<file path="src/rtl/btb_update_arbiter_pkg.sv">
// Shared types for the BTB update arbiter: write kinds, FSM states, the
// queued FU update entry and the registered BTB write packet.
// The struct field widths come from the package constants below. The top
// level defaults its XLEN/BTB_LEN parameters to the same constants, so
// change both together.
package btb_update_arbiter_pkg;

    localparam int BTB_ARB_XLEN    = 32;
    localparam int BTB_ARB_BTB_LEN = 32;
    localparam int BTB_ARB_IDX_W   = $clog2(BTB_ARB_BTB_LEN);
    localparam int BTB_ARB_TAG_W   = BTB_ARB_XLEN - BTB_ARB_IDX_W - 2;

    typedef enum logic [1:0] {
        WR_INVAL  = 2'd0,
        WR_ALLOC  = 2'd1,
        WR_UPDATE = 2'd2
    } BTB_WR_KIND;

    typedef enum logic {
        ST_RUN   = 1'b0,
        ST_SWEEP = 1'b1
    } BTB_ARB_STATE;

    typedef struct packed {
        logic [BTB_ARB_XLEN-1:0] pc;
        logic [BTB_ARB_XLEN-1:0] target;
        logic                    taken;
    } BTB_UPD_ENTRY;

    typedef struct packed {
        BTB_WR_KIND               kind;
        logic [BTB_ARB_IDX_W-1:0] index;
        logic [BTB_ARB_TAG_W-1:0] tag;
        logic [BTB_ARB_XLEN-1:0]  target;
        logic                     taken;
    } BTB_WR_PACKET;

endpackage

</file>
<file path="src/rtl/btb_update_arbiter_upd_fifo.sv">
// btb_upd_fifo: 2-write / 1-read queue for resolved FU updates.
// Slot 0 is written ahead of slot 1. Occupancy is held in an explicit
// counter, so full and empty never depend on pointer equality. The caller
// never pushes more than the free space; pop is ignored when empty.
// Clear drops the contents, including a push in the same cycle.
module btb_upd_fifo #(
    parameter  int W     = 65,
    parameter  int DEPTH = 4,
    localparam int PTR_W = $clog2(DEPTH),
    localparam int CNT_W = PTR_W + 1
) (
    input  logic             clk,
    input  logic             rst_n,
    input  logic             clear_i,
    input  logic [1:0]       push_i,
    input  logic [W-1:0]     data0_i,
    input  logic [W-1:0]     data1_i,
    input  logic             pop_i,
    output logic [W-1:0]     head_o,
    output logic [CNT_W-1:0] count_o
);

    logic [W-1:0]     mem_q [DEPTH];
    logic [PTR_W-1:0] wptr_q, wptr_d;
    logic [PTR_W-1:0] rptr_q, rptr_d;
    logic [PTR_W-1:0] wptr_plus1;
    logic [CNT_W-1:0] count_q, count_d;
    logic             pop_en;

    assign pop_en     = pop_i && (count_q != '0);
    assign wptr_plus1 = wptr_q + PTR_W'(1);
    assign head_o     = mem_q[rptr_q];
    assign count_o    = count_q;

    // Pointer and occupancy next-state; pointers wrap modulo DEPTH.
    always_comb begin
        wptr_d  = wptr_q + PTR_W'(push_i[0]) + PTR_W'(push_i[1]);
        rptr_d  = rptr_q + PTR_W'(pop_en);
        count_d = count_q + CNT_W'(push_i[0]) + CNT_W'(push_i[1]) - CNT_W'(pop_en);
        if (clear_i) begin
            wptr_d  = '0;
            rptr_d  = '0;
            count_d = '0;
        end
    end

    // Pointer and occupancy registers.
    always_ff @(posedge clk or negedge rst_n) begin
        if (!rst_n) begin
            wptr_q  <= '0;
            rptr_q  <= '0;
            count_q <= '0;
        end else begin
            wptr_q  <= wptr_d;
            rptr_q  <= rptr_d;
            count_q <= count_d;
        end
    end

    // Entry storage; slot 1 lands behind slot 0 when both push together.
    always_ff @(posedge clk) begin
        if (!clear_i) begin
            if (push_i[0]) mem_q[wptr_q] <= data0_i;
            if (push_i[1]) mem_q[push_i[0] ? wptr_plus1 : wptr_q] <= data1_i;
        end
    end

endmodule

</file>
<file path="src/rtl/btb_update_arbiter.sv">
// btb_update_arbiter: serialises all BTB writes through one write port.
// Queued FU updates win over decode allocation hints; a flush runs an
// invalidate sweep over every index. All btb_wr_* outputs are registered:
// a decision made in cycle N is visible in cycle N+1 for one cycle.
// Optional build macro BTB_ARB_STATS_EN adds saturating drop/stall counters.
//
// FU handshake: fu_upd_ready is a registered-state function (RUN and at
// least two free queue slots). An FU slot is accepted in a cycle exactly
// when its fu_upd_valid bit and fu_upd_ready are both 1; a valid while ready
// is 0 is a protocol error and is ignored. Allocation hints have no ready:
// they are either issued this cycle or dropped.
module btb_update_arbiter
    import btb_update_arbiter_pkg::*;
#(
    parameter  int BTB_LEN     = BTB_ARB_BTB_LEN,
    parameter  int XLEN        = BTB_ARB_XLEN,
    parameter  int QUEUE_DEPTH = 4,
    localparam int IDX_W       = $clog2(BTB_LEN),
    localparam int TAG_W       = XLEN - IDX_W - 2,
    localparam int CNT_W       = $clog2(QUEUE_DEPTH) + 1
) (
    input  logic              clock,
    input  logic              reset,
    input  logic              id_alloc_valid,
    input  logic [XLEN-1:0]   id_alloc_pc,
    input  logic [1:0]        fu_upd_valid,
    input  logic [2*XLEN-1:0] fu_upd_pc,
    input  logic [2*XLEN-1:0] fu_upd_target,
    input  logic [1:0]        fu_upd_taken,
    output logic              fu_upd_ready,
    input  logic              flush_req,
    output logic              sweep_busy,
    output logic              btb_wr_valid,
    output logic [1:0]        btb_wr_kind,
    output logic [IDX_W-1:0]  btb_wr_index,
    output logic [TAG_W-1:0]  btb_wr_tag,
    output logic [XLEN-1:0]   btb_wr_target,
    output logic              btb_wr_taken,
    output logic [CNT_W-1:0]  queue_count
`ifdef BTB_ARB_STATS_EN
    ,
    output logic [31:0]       stat_alloc_drop,
    output logic [31:0]       stat_fu_stall
`endif
);

    BTB_ARB_STATE     state_q, state_d;
    logic [IDX_W-1:0] sweep_cnt_q, sweep_cnt_d;   // next index to invalidate
    logic             wr_valid_q, wr_valid_d;
    BTB_WR_PACKET     wr_pkt_q, wr_pkt_d;

    BTB_UPD_ENTRY     fu0_entry, fu1_entry, q_head;
    logic [CNT_W-1:0] q_count;
    logic [1:0]       q_push;
    logic             q_pop;
    logic             q_clear;
    logic             fu_ready;
    logic             alloc_issue;
    logic             unused_pc_lsbs;

    assign fu0_entry = '{pc: fu_upd_pc[XLEN-1:0], target: fu_upd_target[XLEN-1:0],
                         taken: fu_upd_taken[0]};
    assign fu1_entry = '{pc: fu_upd_pc[2*XLEN-1:XLEN], target: fu_upd_target[2*XLEN-1:XLEN],
                         taken: fu_upd_taken[1]};

    // Byte-offset bits of a PC never reach the BTB.
    assign unused_pc_lsbs = ^{id_alloc_pc[1:0], q_head.pc[1:0]};

    assign fu_ready = (state_q == ST_RUN) &&
                      ((CNT_W'(QUEUE_DEPTH) - q_count) >= CNT_W'(2));

    btb_upd_fifo #(
        .W     ($bits(BTB_UPD_ENTRY)),
        .DEPTH (QUEUE_DEPTH)
    ) u_fifo (
        .clk     (clock),
        .rst_n   (reset),
        .clear_i (q_clear),
        .push_i  (q_push),
        .data0_i (fu0_entry),
        .data1_i (fu1_entry),
        .pop_i   (q_pop),
        .head_o  (q_head),
        .count_o (q_count)
    );

    // FSM next state, write-port arbitration and queue control.
    always_comb begin
        state_d     = state_q;
        sweep_cnt_d = sweep_cnt_q;
        wr_valid_d  = 1'b0;
        wr_pkt_d    = '0;
        q_push      = fu_upd_valid & {2{fu_ready}};
        q_pop       = 1'b0;
        q_clear     = 1'b0;
        alloc_issue = 1'b0;

        case (state_q)
            ST_RUN: begin
                if (flush_req) begin
                    // Index 0 goes out now; the counter tracks the next one.
                    q_clear       = 1'b1;
                    state_d       = ST_SWEEP;
                    wr_valid_d    = 1'b1;
                    wr_pkt_d.kind = WR_INVAL;
                    sweep_cnt_d   = IDX_W'(1);
                end else if (q_count != '0) begin
                    q_pop           = 1'b1;
                    wr_valid_d      = 1'b1;
                    wr_pkt_d.kind   = WR_UPDATE;
                    wr_pkt_d.index  = q_head.pc[IDX_W+1:2];
                    wr_pkt_d.tag    = q_head.pc[XLEN-1:IDX_W+2];
                    wr_pkt_d.target = q_head.target;
                    wr_pkt_d.taken  = q_head.taken;
                end else if (id_alloc_valid && (fu_upd_valid == 2'b00)) begin
                    alloc_issue     = 1'b1;
                    wr_valid_d      = 1'b1;
                    wr_pkt_d.kind   = WR_ALLOC;
                    wr_pkt_d.index  = id_alloc_pc[IDX_W+1:2];
                    wr_pkt_d.tag    = id_alloc_pc[XLEN-1:IDX_W+2];
                    wr_pkt_d.target = '0;
                    wr_pkt_d.taken  = 1'b1;
                end
            end
            ST_SWEEP: begin
                wr_valid_d    = 1'b1;
                wr_pkt_d.kind = WR_INVAL;
                if (flush_req) begin
                    q_clear     = 1'b1;
                    sweep_cnt_d = IDX_W'(1);
                end else begin
                    wr_pkt_d.index = sweep_cnt_q;
                    sweep_cnt_d    = sweep_cnt_q + IDX_W'(1);
                    if (sweep_cnt_q == IDX_W'(BTB_LEN - 1)) begin
                        state_d = ST_RUN;
                    end
                end
            end
            default: begin
                state_d = ST_RUN;
            end
        endcase
    end

    // FSM state and sweep counter.
    always_ff @(posedge clock or negedge reset) begin
        if (!reset) begin
            state_q     <= ST_RUN;
            sweep_cnt_q <= '0;
        end else begin
            state_q     <= state_d;
            sweep_cnt_q <= sweep_cnt_d;
        end
    end

    // Registered BTB write port.
    always_ff @(posedge clock or negedge reset) begin
        if (!reset) begin
            wr_valid_q <= 1'b0;
            wr_pkt_q   <= '0;
        end else begin
            wr_valid_q <= wr_valid_d;
            wr_pkt_q   <= wr_pkt_d;
        end
    end

    assign btb_wr_valid  = wr_valid_q;
    assign btb_wr_kind   = wr_pkt_q.kind;
    assign btb_wr_index  = wr_pkt_q.index;
    assign btb_wr_tag    = wr_pkt_q.tag;
    assign btb_wr_target = wr_pkt_q.target;
    assign btb_wr_taken  = wr_pkt_q.taken;
    assign sweep_busy    = wr_valid_q && (wr_pkt_q.kind == WR_INVAL);
    assign fu_upd_ready  = fu_ready;
    assign queue_count   = q_count;

`ifdef BTB_ARB_STATS_EN
    logic [31:0] stat_alloc_drop_q;
    logic [31:0] stat_fu_stall_q;

    // Saturating counters for dropped allocs and stalled FU strobes.
    always_ff @(posedge clock or negedge reset) begin
        if (!reset) begin
            stat_alloc_drop_q <= '0;
            stat_fu_stall_q   <= '0;
        end else begin
            if (id_alloc_valid && !alloc_issue && (stat_alloc_drop_q != '1)) begin
                stat_alloc_drop_q <= stat_alloc_drop_q + 32'd1;
            end
            if (!fu_ready && (fu_upd_valid != 2'b00) && (stat_fu_stall_q != '1)) begin
                stat_fu_stall_q <= stat_fu_stall_q + 32'd1;
            end
        end
    end

    assign stat_alloc_drop = stat_alloc_drop_q;
    assign stat_fu_stall   = stat_fu_stall_q;
`endif

endmodule

</file>
<file path="config.mk">
export PLATFORM = sky130hd
export DESIGN_NAME = btb_update_arbiter
export DESIGN_NICKNAME = d
export VERILOG_FILES = /design/src/rtl/btb_update_arbiter_pkg.sv /design/src/rtl/btb_update_arbiter_upd_fifo.sv /design/src/rtl/btb_update_arbiter.sv
export SDC_FILE = /design/constraint.sdc
export NUM_CORES = 1
export LEC_CHECK = 0
export BUFFER_PORTS_ARGS = -buffer_cell sky130_fd_sc_hd__buf_4
export CAP_MARGIN = 20
export CORE_MARGIN = 8
export CORE_UTILIZATION = 63
export CTS_BUF_LIST = sky130_fd_sc_hd__clkbuf_2 sky130_fd_sc_hd__clkbuf_4 sky130_fd_sc_hd__clkbuf_8
export CTS_CLUSTER_SIZE = 10
export DETAILED_ROUTE_END_ITERATION = 10
export HOLD_SLACK_MARGIN = 0.05
export PLACE_DENSITY = 0.88
export REMOVE_ABC_BUFFERS = 1
export SYNTH_ARGS = -nofsm -noshare
export SYNTH_HDL_FRONTEND = slang
export SYNTH_SLANG_ARGS = --single-unit
</file>
<file path="constraint.sdc">
create_clock -name clock -period 9.5 [get_ports clock]
set_input_delay 2.375 -clock clock [delete_from_list [all_inputs] [get_ports clock]]
set_output_delay 2.375 -clock clock [all_outputs]
set_load 0.01 [all_outputs]
</file>
==> results.cfg, run 1 <==
[run_status]
status = completed

[layout]
final_nets = 1267
multi_input_area_um2 = 5364
fillers = 1416
n_antenna_cell = 0
drive_gt1_share_pct = 57.68
postLayoutCoreUtil_pct = 75.86
synthToLayoutAreaGrowth_pct = 19.79
regArea_um2 = 9552

[floorplan]
num_rows = 57
die_area_um2 = 29390
io_pins = 239
fp.dieH_um = 171.4
die_x_um = 171.4
start_util_pct = 63.32
core_um2 = 24030

[synthesis]
syn_inst = 846
synth_seq_cells = 331
netlist_area_um2 = 15220
synth_area_leaders = edfxtp_1 50%, mux2_2 18%, dfrtp_1 13%
syn_area_per_cell_um2 = 17.99
yosysWarnings = 0
synth_edf_count = 252
yosysMostFrequentCell = edfxtp_1
yosysSeqAreaShare_pct = 62.71
synth_area_leader_cell = edfxtp_1
synthTopCellsByCount = 252 x edfxtp_1, 242 x mux2_2, 79 x dfrtp_1, 63 x mux4_2, 32 x and2_1
synth-main-ff-cell = edfxtp_1
synth_top_area_share_pct = 49.72
async_flop_share_pct = 23.87
yosys.cell_types.count = 35

[power_and_ir_drop]
leakagePower_uw = 0.006937
power_density_nw_per_um2 = 161.5
irDropWorstVdd_mv = 0.09681
power_uw = 2945

[clock_tree]
cts_tree = built
cts_buffers = 53
cts_max_level = 2
cts-root-buf = clkbuf_8
cts_sinks = 331
path_clk_slew_ns = 0.06
clk_latency_ns = 0.57
cts_buffer_depth = 3
ctsResizeCount = 0
ctsHoldBuffers = 0
cts_setup_buffers = 0

[worst_setup_path]
cp_max_fo = 5
r2r_cells = 7
r2r_slack_ns = 5.58
rr_endpoint = u_fifo.mem_q[2][26]
critPathLaunchType = flop
critPathKind = flop to output port
end_kind = output port
required_ns = 7.13
arrival_ns = 2.40
r2r-start = u_fifo.count_o[1]

[sta]
maxSlewViolCount = 0
period_share_pct = 50.23
period_minus_slack_ns = 4.772
clock-skew-final_ns = 0.02144
fin_tns_setup_ns = 0
fmax_ghz = 0.2096
tightest_slew_ns = 1.069
setup_slack_ns = 4.728
rsz0062_at_grt = false
hold_viol = 0
setup_viol = 0
relSlewSlack_pct = 28.74

[placed_design]
pre_cts_ws_ns = 4.229
portBuffers = 232
place.gp.congestion = 0.8075
hpwlAfterDp_um = 19430

[hold_path]
min_from = sweep_cnt_q[4]
min_to = btb_wr_index[4]
hold_depth = 2
hp-class = flop to flop

[route]
drt_iter0_markers = 661
wire_per_inst_um = 23.87
drc = 0
drtPass1Iterations = 5
vias = 8569
viasPerCell = 5.906
ant_nets = 0
routed_wl_um = 34640

[job]
drv_cap = 0

[global_routing]
grt_pass1_wl_um = 53120
grt.total_usage_pct = 23.80
gr-total-overflow = 0
grt_pass1_vias = 9522
antenna_found_initial = 1
grt_max_degree = 65
## placed cells by master (no fill, tap or decap), types with 25 or more instances in the layout
| master | synthesis | layout |
|---|---|---|
| clkbuf_4 | 0 | 33 |
| mux2_2 | 242 | 242 |
| buf_4 | 18 | 237 |
| mux4_2 | 63 | 63 |
| edfxtp_1 | 252 | 252 |
| dfrtp_1 | 79 | 77 |
| a22o_1 | 25 | 25 |
| and2_1 | 32 | 32 |
| clkbuf_8 | 0 | 60 |
## state kept, by name, indices dropped and copies added, names as in the netlist
signal          count
u_fifo.count_o      3
btb_wr_taken        1
u_fifo.rptr_q       2
state_q             1
btb_wr_kind         2
btb_wr_valid        1
btb_wr_tag         25
btb_wr_target      32
u_fifo.mem_q      252
u_fifo.wptr_q       2
sweep_cnt_q         5
btb_wr_index        5
## report_power, final
part	total [uW]	internal, uW	switching [uW]
sequential	1560	1560	2.55
combinational	142	85.9	56.6
clock	1240	702	536
## through the flow
stage,instances,area [um2],hold WS [ns]
5_1_grt,1451,18230,0.6126
6_report,1451,18230,0.5732
3_5_place_dp,1354,17140,0.5608
3_3_place_gp,1354,17140,0.5208
2_1_floorplan,793,14900,0.4871
4_1_cts,1451,18230,0.5681
## layer usage
layer / vias to the layer above / routed length (um) / GRT usage, %
li1: 3825 / - / -
met1: 4338 / 13770 / 29.96
met2: 344 / 17370 / 40.74
met3: 60 / 2759 / 5.646
met4: 2 / 726 / 6.881
met5: - / 13 / 0
## cell type report
cell class              count  area share (%)
flip-flops and latches    331           52.39
multi-input cells         451           29.42
repair buffers            237           9.759
clock buffers              93           5.888
well taps                 324           2.224
inverters                  11          0.2265
clock inverters             4         0.08922
## worst max-delay path: stages (launching register included)
cell,delay (ns)
dfrtp_1,0.46
inv_1,0.07
ha_1,0.18
ha_1,0.26
or3b_2,0.49
nor2b_1,0.18
buf_4,0.18
## kinds of logic after synthesis
family / count (synthesis) / synth area share [%]
xor+xnor: 7 / 0.4028
mux: 317 / 28.10
compound gates: 38 / 2.277
simple gates: 75 / 2.820
buf+inv: 64 / 2.392
flops: 331 / 62.71
fa+ha+maj: 14 / 1.299
## worst max-delay path by stage
stage	endpoint	startpoint	slack (ns)
3_5_place_dp	u_fifo.mem_q[3][10]	flush_req	4.23
2_1_floorplan	u_fifo.mem_q[2][0]	fu_upd_valid[0]	3.19
5_1_grt	fu_upd_ready	u_fifo.count_o[1]	4.60
3_3_place_gp	u_fifo.mem_q[3][29]	flush_req	4.26
4_1_cts	fu_upd_ready	u_fifo.count_o[1]	4.72
6_report	fu_upd_ready	u_fifo.count_o[1]	4.73
Power figures use the tool's default switching activity.
==> inputs of run 2 (changes only) <==
--- a/config.mk
+++ b/config.mk
@@ -8,12 +8,12 @@
 export BUFFER_PORTS_ARGS = -buffer_cell sky130_fd_sc_hd__buf_4
 export CAP_MARGIN = 20
 export CORE_MARGIN = 8
-export CORE_UTILIZATION = 63
+export CORE_UTILIZATION = 59
 export CTS_BUF_LIST = sky130_fd_sc_hd__clkbuf_2 sky130_fd_sc_hd__clkbuf_4 sky130_fd_sc_hd__clkbuf_8
 export CTS_CLUSTER_SIZE = 10
 export DETAILED_ROUTE_END_ITERATION = 10
 export HOLD_SLACK_MARGIN = 0.05
-export PLACE_DENSITY = 0.88
+export PLACE_DENSITY = 0.84
 export REMOVE_ABC_BUFFERS = 1
 export SYNTH_ARGS = -nofsm -noshare
 export SYNTH_HDL_FRONTEND = slang
==> constraint.sdc (replaced) <==
create_clock -name clock -period 4.6 [get_ports clock]
set_input_delay 1.15 -clock clock [delete_from_list [all_inputs] [get_ports clock]]
set_output_delay 1.15 -clock clock [all_outputs]
set_load 0.01 [all_outputs]
==> run 2 against run 1 <==
  * Wire length is 1.7% higher
  * Worst hold slack got worse by 0.020 ns
  * Combinational power increased by 110%
  * Via count up 1.0%
  * Sequential power increased by 110%
  * Register-to-register slack got worse by 4.3 ns
  * First-iteration DRC count decreased by 8.0%
  * Highest routed layer unchanged
==> results.cfg, run 2 (synthesis results as in run 1) <==
[worst_setup_path]
cp_max_fo = 5
arrival_ns = 2.37
required_ns = 3.45
rr_endpoint = u_fifo.mem_q[3][18]
r2r-start = u_fifo.count_o[1]
r2r_slack_ns = 1.32
critPathLaunchType = flop
critPathKind = flop to output port
endpoint = fu_upd_ready
end_kind = output port
critical_path.startpoint = u_fifo.count_o[1]
r2r_cells = 8

[route]
drt_iter0_markers = 608
wire_per_inst_um = 24.03
drtPass1Iterations = 5
viasPerCell = 5.905
ant_nets = 0
vias = 8657
drc = 0
routed_wl_um = 35230

[clock_tree]
cts_buffer_depth = 3
cts_max_level = 2
cts_buffers = 53
ctsResizeCount = 0
cts-root-buf = clkbuf_8
path_clk_slew_ns = 0.06
ctsHoldBuffers = 0
cts_sinks = 331
cts_setup_buffers = 0
clk_latency_ns = 0.58
cts_tree = built

[layout]
final_nets = 1273
synthToLayoutAreaGrowth_pct = 20.79
n_antenna_cell = 0
fillers = 1615
layout.cells.non_filler = 1466
drive_gt1_share_pct = 57.66
final_cell_mix = 252 x edfxtp_1, 242 x mux2_2, 240 x buf_4
largest_register_ffs = 252
largest_register = u_fifo.mem_q
mostFrequentLayoutCell = edfxtp_1

[sta]
tightest_slew_ns = 1.067
fmax_ghz = 0.2838
whs_ns = 0.5532
rsz0062_at_grt = false
setup_viol = 0
period_share_pct = 76.61
hold_viol = 0
period_minus_slack_ns = 3.524
maxSlewViolCount = 0
clock-skew-final_ns = 0.01941
relSlewSlack_pct = 28.87

[floorplan]
io_pins = 239
die_x_um = 176.6
fp.dieH_um = 176.6
num_rows = 58
die_area_um2 = 31190
core_um2 = 25250
start_util_pct = 60.27

[placed_design]
place.gp.congestion = 0.7372
hpwlAfterDp_um = 20230
portBuffers = 232
dp_cells = 1366

[hold_path]
hp-class = flop to flop
min_from = sweep_cnt_q[3]

[global_routing]
grt_pass1_vias = 9455
grt_pass1_wl_um = 54260
grt_max_degree = 65
gr-total-overflow = 0
grt.total_usage_pct = 22.54
antenna_found_initial = 1

[job]
drv_cap = 0

[run_status]
status = completed

[power_and_ir_drop]
irDropWorstVdd_mv = 0.3097
leakagePower_uw = 0.007003
power_density_nw_per_um2 = 336.9
## run 2: cell types whose count changed in the layout (fill, tap and decap cells not counted)
cell / before / now
buf_12: 0 / 3
clkbuf_8: 60 / 63
clkinv_2: 1 / 14
inv_6: 0 / 1
clkbuf_4: 33 / 11
clkinv_1: 3 / 7
bufinv_16: 0 / 3
clkinvlp_4: 0 / 1
buf_4: 237 / 240
## run 2: final cells by class
class | count | area [um2] | area share, %
Clock buffer | 74 | 949.7 | 5.166
Clock inverter | 26 | 202.7 | 1.103
Inverter | 11 | 41.29 | 0.2246
Multi-Input combinational cell | 451 | 5364 | 29.18
Sequential cell | 331 | 9552 | 51.96
Tap cell | 330 | 412.9 | 2.246
Timing Repair Buffer | 243 | 1862 | 10.13
## run 2: metrics by stage
step                utilization (%)  worst slack, ns  total power, uW  area, um2  setup TNS, ns
finish                        72.80            1.076             6194      18380              0
global route                  72.80           0.9667             6389      18380              0
CTS                           72.80            1.044             6240      18380              0
detailed placement            68.23            1.017             3579      17230              0
global placement              68.23            1.068             3569      17230              0
floorplan                         -          -0.6793             3399      14900         -85.59
## run 2: worst min path at each step
stage,depth (start not counted),to,slack (ns)
final,2,btb_wr_index[3],0.55
after global routing,2,btb_wr_index[4],0.58
after CTS,2,btb_wr_index[3],0.55
after detailed placement,2,btb_wr_index[3],0.53
after global placement,2,btb_wr_index[4],0.52
after floorplan,2,btb_wr_index[4],0.49
## run 2: routing by layer
metal	vias up	part of all wire [%]	global-route usage, %
met3	56	7.5	6.529
met4	2	1.9	6.480
met5	-	0.037	0
met1	4476	41	28.67
met2	277	49	37.28
li1	3846	-	-
## run 2: power by group
part / switching (uW) / total [uW] / internal, uW
logic: 114 / 292 / 177
registers: 4.48 / 3230 / 3230
clock network: 1160 / 2670 / 1510
## run 2: worst max-delay path: stages (launching register included)
cell	delay, ns
dfrtp_1	0.45
inv_1	0.07
ha_1	0.18
ha_1	0.27
or3b_2	0.49
nor2b_1	0.18
buf_4	0.17
==> inputs of run 3 (changes only) <==
--- a/config.mk
+++ b/config.mk
@@ -5,15 +5,16 @@
 export SDC_FILE = /design/constraint.sdc
 export NUM_CORES = 1
 export LEC_CHECK = 0
+export ABC_AREA = 1
 export BUFFER_PORTS_ARGS = -buffer_cell sky130_fd_sc_hd__buf_4
 export CAP_MARGIN = 20
 export CORE_MARGIN = 8
-export CORE_UTILIZATION = 59
+export CORE_UTILIZATION = 54
 export CTS_BUF_LIST = sky130_fd_sc_hd__clkbuf_2 sky130_fd_sc_hd__clkbuf_4 sky130_fd_sc_hd__clkbuf_8
 export CTS_CLUSTER_SIZE = 10
 export DETAILED_ROUTE_END_ITERATION = 10
 export HOLD_SLACK_MARGIN = 0.05
-export PLACE_DENSITY = 0.84
+export PLACE_DENSITY = 0.8
 export REMOVE_ABC_BUFFERS = 1
 export SYNTH_ARGS = -nofsm -noshare
 export SYNTH_HDL_FRONTEND = slang
==> constraint.sdc (replaced) <==
create_clock -name clock -period 3.07 [get_ports clock]
set_input_delay 0.7675 -clock clock [delete_from_list [all_inputs] [get_ports clock]]
set_output_delay 0.7675 -clock clock [all_outputs]
set_load 0.01 [all_outputs]
==> run 3 against run 2 <==
  * Wire length increased by 43%
  * Sequential share of layout area decreased by 4.1 points
  * Clock power increased by 60%
  * Combinational power increased by 50%
  * Worst setup slack got worse by 0.87 ns
  * Sequential power increased by 50%
  * Cell count increased by 68%
  * First-iteration DRC count increased to 3.0 times the previous value
  * Clock-buffer cell count increased by 18
  * Critical path depth increased by 6
  * Synthesized area increased by 9.3%
  * Largest power group unchanged
  * Non-clock buffer count increased by 31
==> results.cfg, run 3 <==
[run_status]
status = completed

[synthesis]
yosys.cell_types.count = 32
syn_inst = 1847
yosysMostFrequentCell = nand2_1
synthTopCellsByCount = 693 x nand2_1, 256 x nand4_1, 252 x edfxtp_1, 144 x nor2_1, 91 x buf_2
async_flop_share_pct = 23.87
synth_top_area_share_pct = 45.50
netlist_area_um2 = 16630
yosysSeqAreaShare_pct = 57.39
synth_seq_cells = 331
synth_edf_count = 252
yosysWarnings = 0
synth-main-ff-cell = edfxtp_1
synth_area_leaders = edfxtp_1 46%, nand2_1 16%, dfrtp_1 12%
synth_area_leader_cell = edfxtp_1
syn_area_per_cell_um2 = 9.004

[sta]
tightest_slew_ns = 0.9715
period_minus_slack_ns = 2.867
clock-skew-final_ns = 0.02394
fin_tns_setup_ns = 0
maxSlewViolCount = 0
hold_viol = 0
period_share_pct = 93.40
rsz0062_at_grt = false
setup_viol = 0
fmax_ghz = 0.3488
relSlewSlack_pct = 35.23

[layout]
largest_register_ffs = 252
largest_register = u_fifo.mem_q
postLayoutCoreUtil_pct = 65.55
drive_gt1_share_pct = 19.41
regArea_um2 = 9552
mostFrequentLayoutCell = nand2_1
final_cell_mix = 689 x nand2_1, 256 x nand4_1, 254 x buf_4
final_area_um2 = 19950
multi_input_area_um2 = 6241
final_nets = 2202
synthToLayoutAreaGrowth_pct = 19.94
fillers = 2352

[clock_tree]
cts_tree = built
clk_latency_ns = 0.59
cts-root-buf = clkbuf_8
cts_buffers = 55
path_clk_slew_ns = 0.06
cts_setup_buffers = 0
cts_sinks = 331
cts_buffer_depth = 3
ctsHoldBuffers = 0
cts_max_level = 2
ctsResizeCount = 0

[worst_setup_path]
critPathLaunchType = flop
end_kind = flop
critPathSlowestCell = fa_1
r2r_cells = 12
critPathTopFamily = adder cells
crit_path_cell_trace = inv_1 -> ha_1 -> ha_1 -> nand3_2 -> nand2_2 -> inv_1 -> nand2_1 -> ha_1 -> fa_1 -> fa_1 -> xor2_1 -> nor2_1
cpPeakStageDelay_ns = 0.44
r2r_slack_ns = 0.20
cp_max_fo = 6
crit_buf_inv = 2
crit_path_frequent_cell = ha_1
required_ns = 3.59
r2r-start = u_fifo.count_o[0]
critPathKind = flop to flop
rr_endpoint = u_fifo.count_o[2]
arrival_ns = 3.39

[placed_design]
place.gp.congestion = 0.7961
portBuffers = 232
place_area_um2 = 18700
hpwlAfterDp_um = 28730

[power_and_ir_drop]
leakagePower_uw = 0.008820
p_sw_uw = 2045
p_clk_share_pct = 44.7
p_int_uw = 7491
comb_power_share_pct = 4.6
irDropWorstVdd_mv = 0.3105
swShare_pct = 21.45
seqPwrFrac_pct = 50.7
power_density_nw_per_um2 = 478.1

[floorplan]
start_util_pct = 54.65
fp.dieH_um = 191.5
io_pins = 239
die_area_um2 = 36670
die_x_um = 191.5
num_rows = 64
core_um2 = 30430

[route]
wire_per_inst_um = 20.47
drc = 0
ant_nets = 0
drtPass1Iterations = 6
routed_wl_um = 50490
drt_iter0_markers = 1794
viasPerCell = 6.048
vias = 14910

[global_routing]
antenna_found_initial = 3
grt_pass1_wl_um = 77020
grt_max_degree = 128
grt.total_usage_pct = 26.61
grt_pass1_vias = 14700
gr-total-overflow = 0

[job]
drv_cap = 0

[hold_path]
hp-class = input pin to async pin
run 3: changes by cell type after synthesis, sizes merged, moves of 16 or more:
cell,previous run,this run
mux4,63,0
nor2,11,144
nand3,7,85
nand4,1,256
nand2,7,694
clkbuf,18,36
buf,35,122
o21ai,0,76
mux2,252,0
and2,32,0
inv,11,27
a22o,25,0
a21oi,2,45
run 3: worst reg2reg max path, delay by kind of cell (launching register included):
kind	cells	cell delay (ns)
and+or+nand+nor	4	0.42
DFF	1	0.36
adders and majority gates	5	1.67
buffers and inverters	2	0.19
xor gates and xnor gates	1	0.17
run 3: routing by layer:
| layer | track usage (%) | routed length [um] |
|---|---|---|
| met2 | 44.41 | 24410 |
| met4 | 13.44 | 2061 |
| met3 | 5.947 | 5860 |
| met5 | 0 | 13 |
| met1 | 32.13 | 18140 |
run 3: cell families after synthesis:
family	after synthesis	share of synthesized area, %
AND/OR/NAND/NOR	1184	31.70
adder cells (fa/ha/maj)	14	1.189
flip-flops	331	57.39
AO/OA/AOI/OAI	130	4.040
buffers and inverters	186	5.582
XOR/XNOR	2	0.1053
run 3: how the worst max path moves through the flow:
stage	from	endpoint	slack [ns]	cells past startpoint
floorplan	u_fifo.count_o[1]	u_fifo.mem_q[0][0]	-7.05	8
global placement	u_fifo.count_o[0]	u_fifo.count_o[2]	0.27	12
detailed placement	u_fifo.count_o[0]	u_fifo.count_o[2]	0.20	12
CTS	u_fifo.count_o[0]	u_fifo.count_o[2]	0.19	12
global route	u_fifo.count_o[0]	u_fifo.mem_q[2][64]	0.04	9
finish	u_fifo.count_o[0]	u_fifo.count_o[2]	0.20	12
run 3: stage by stage:
stage | setup slack, ns | total power [uW] | hold WS, ns | std cells
after floorplan | -7.050 | 5065 | 0.4365 | 1689
after global placement | 0.2651 | 5336 | 0.4517 | 2359
after CTS | 0.1858 | 9551 | 0.2588 | 2462
after detailed placement | 0.2022 | 5361 | 0.4599 | 2359
final | 0.2027 | 9536 | 0.2559 | 2466
after global routing | 0.04079 | 9786 | 0.3010 | 2464
run 3: layout make-up:
cell class	instances	share of cell area, %
diodes	4	0.05018
clock buffers	92	5.783
clock inverters	11	0.4015
inverters	28	0.5395
multi-input cells	1330	31.29
flip-flops and latches	331	47.89
well taps	396	2.484
repair buffers	274	11.57
run 3: power by group through the flow:
stage | Combinational [uW] | Clock (uW) | Sequential [uW]
2_1_floorplan | 137 | 0 | 4930
3_3_place_gp | 408 | 0 | 4930
3_5_place_dp | 433 | 0 | 4930
4_1_cts | 436 | 4280 | 4840
5_1_grt | 491 | 4460 | 4840
6_report | 439 | 4260 | 4840
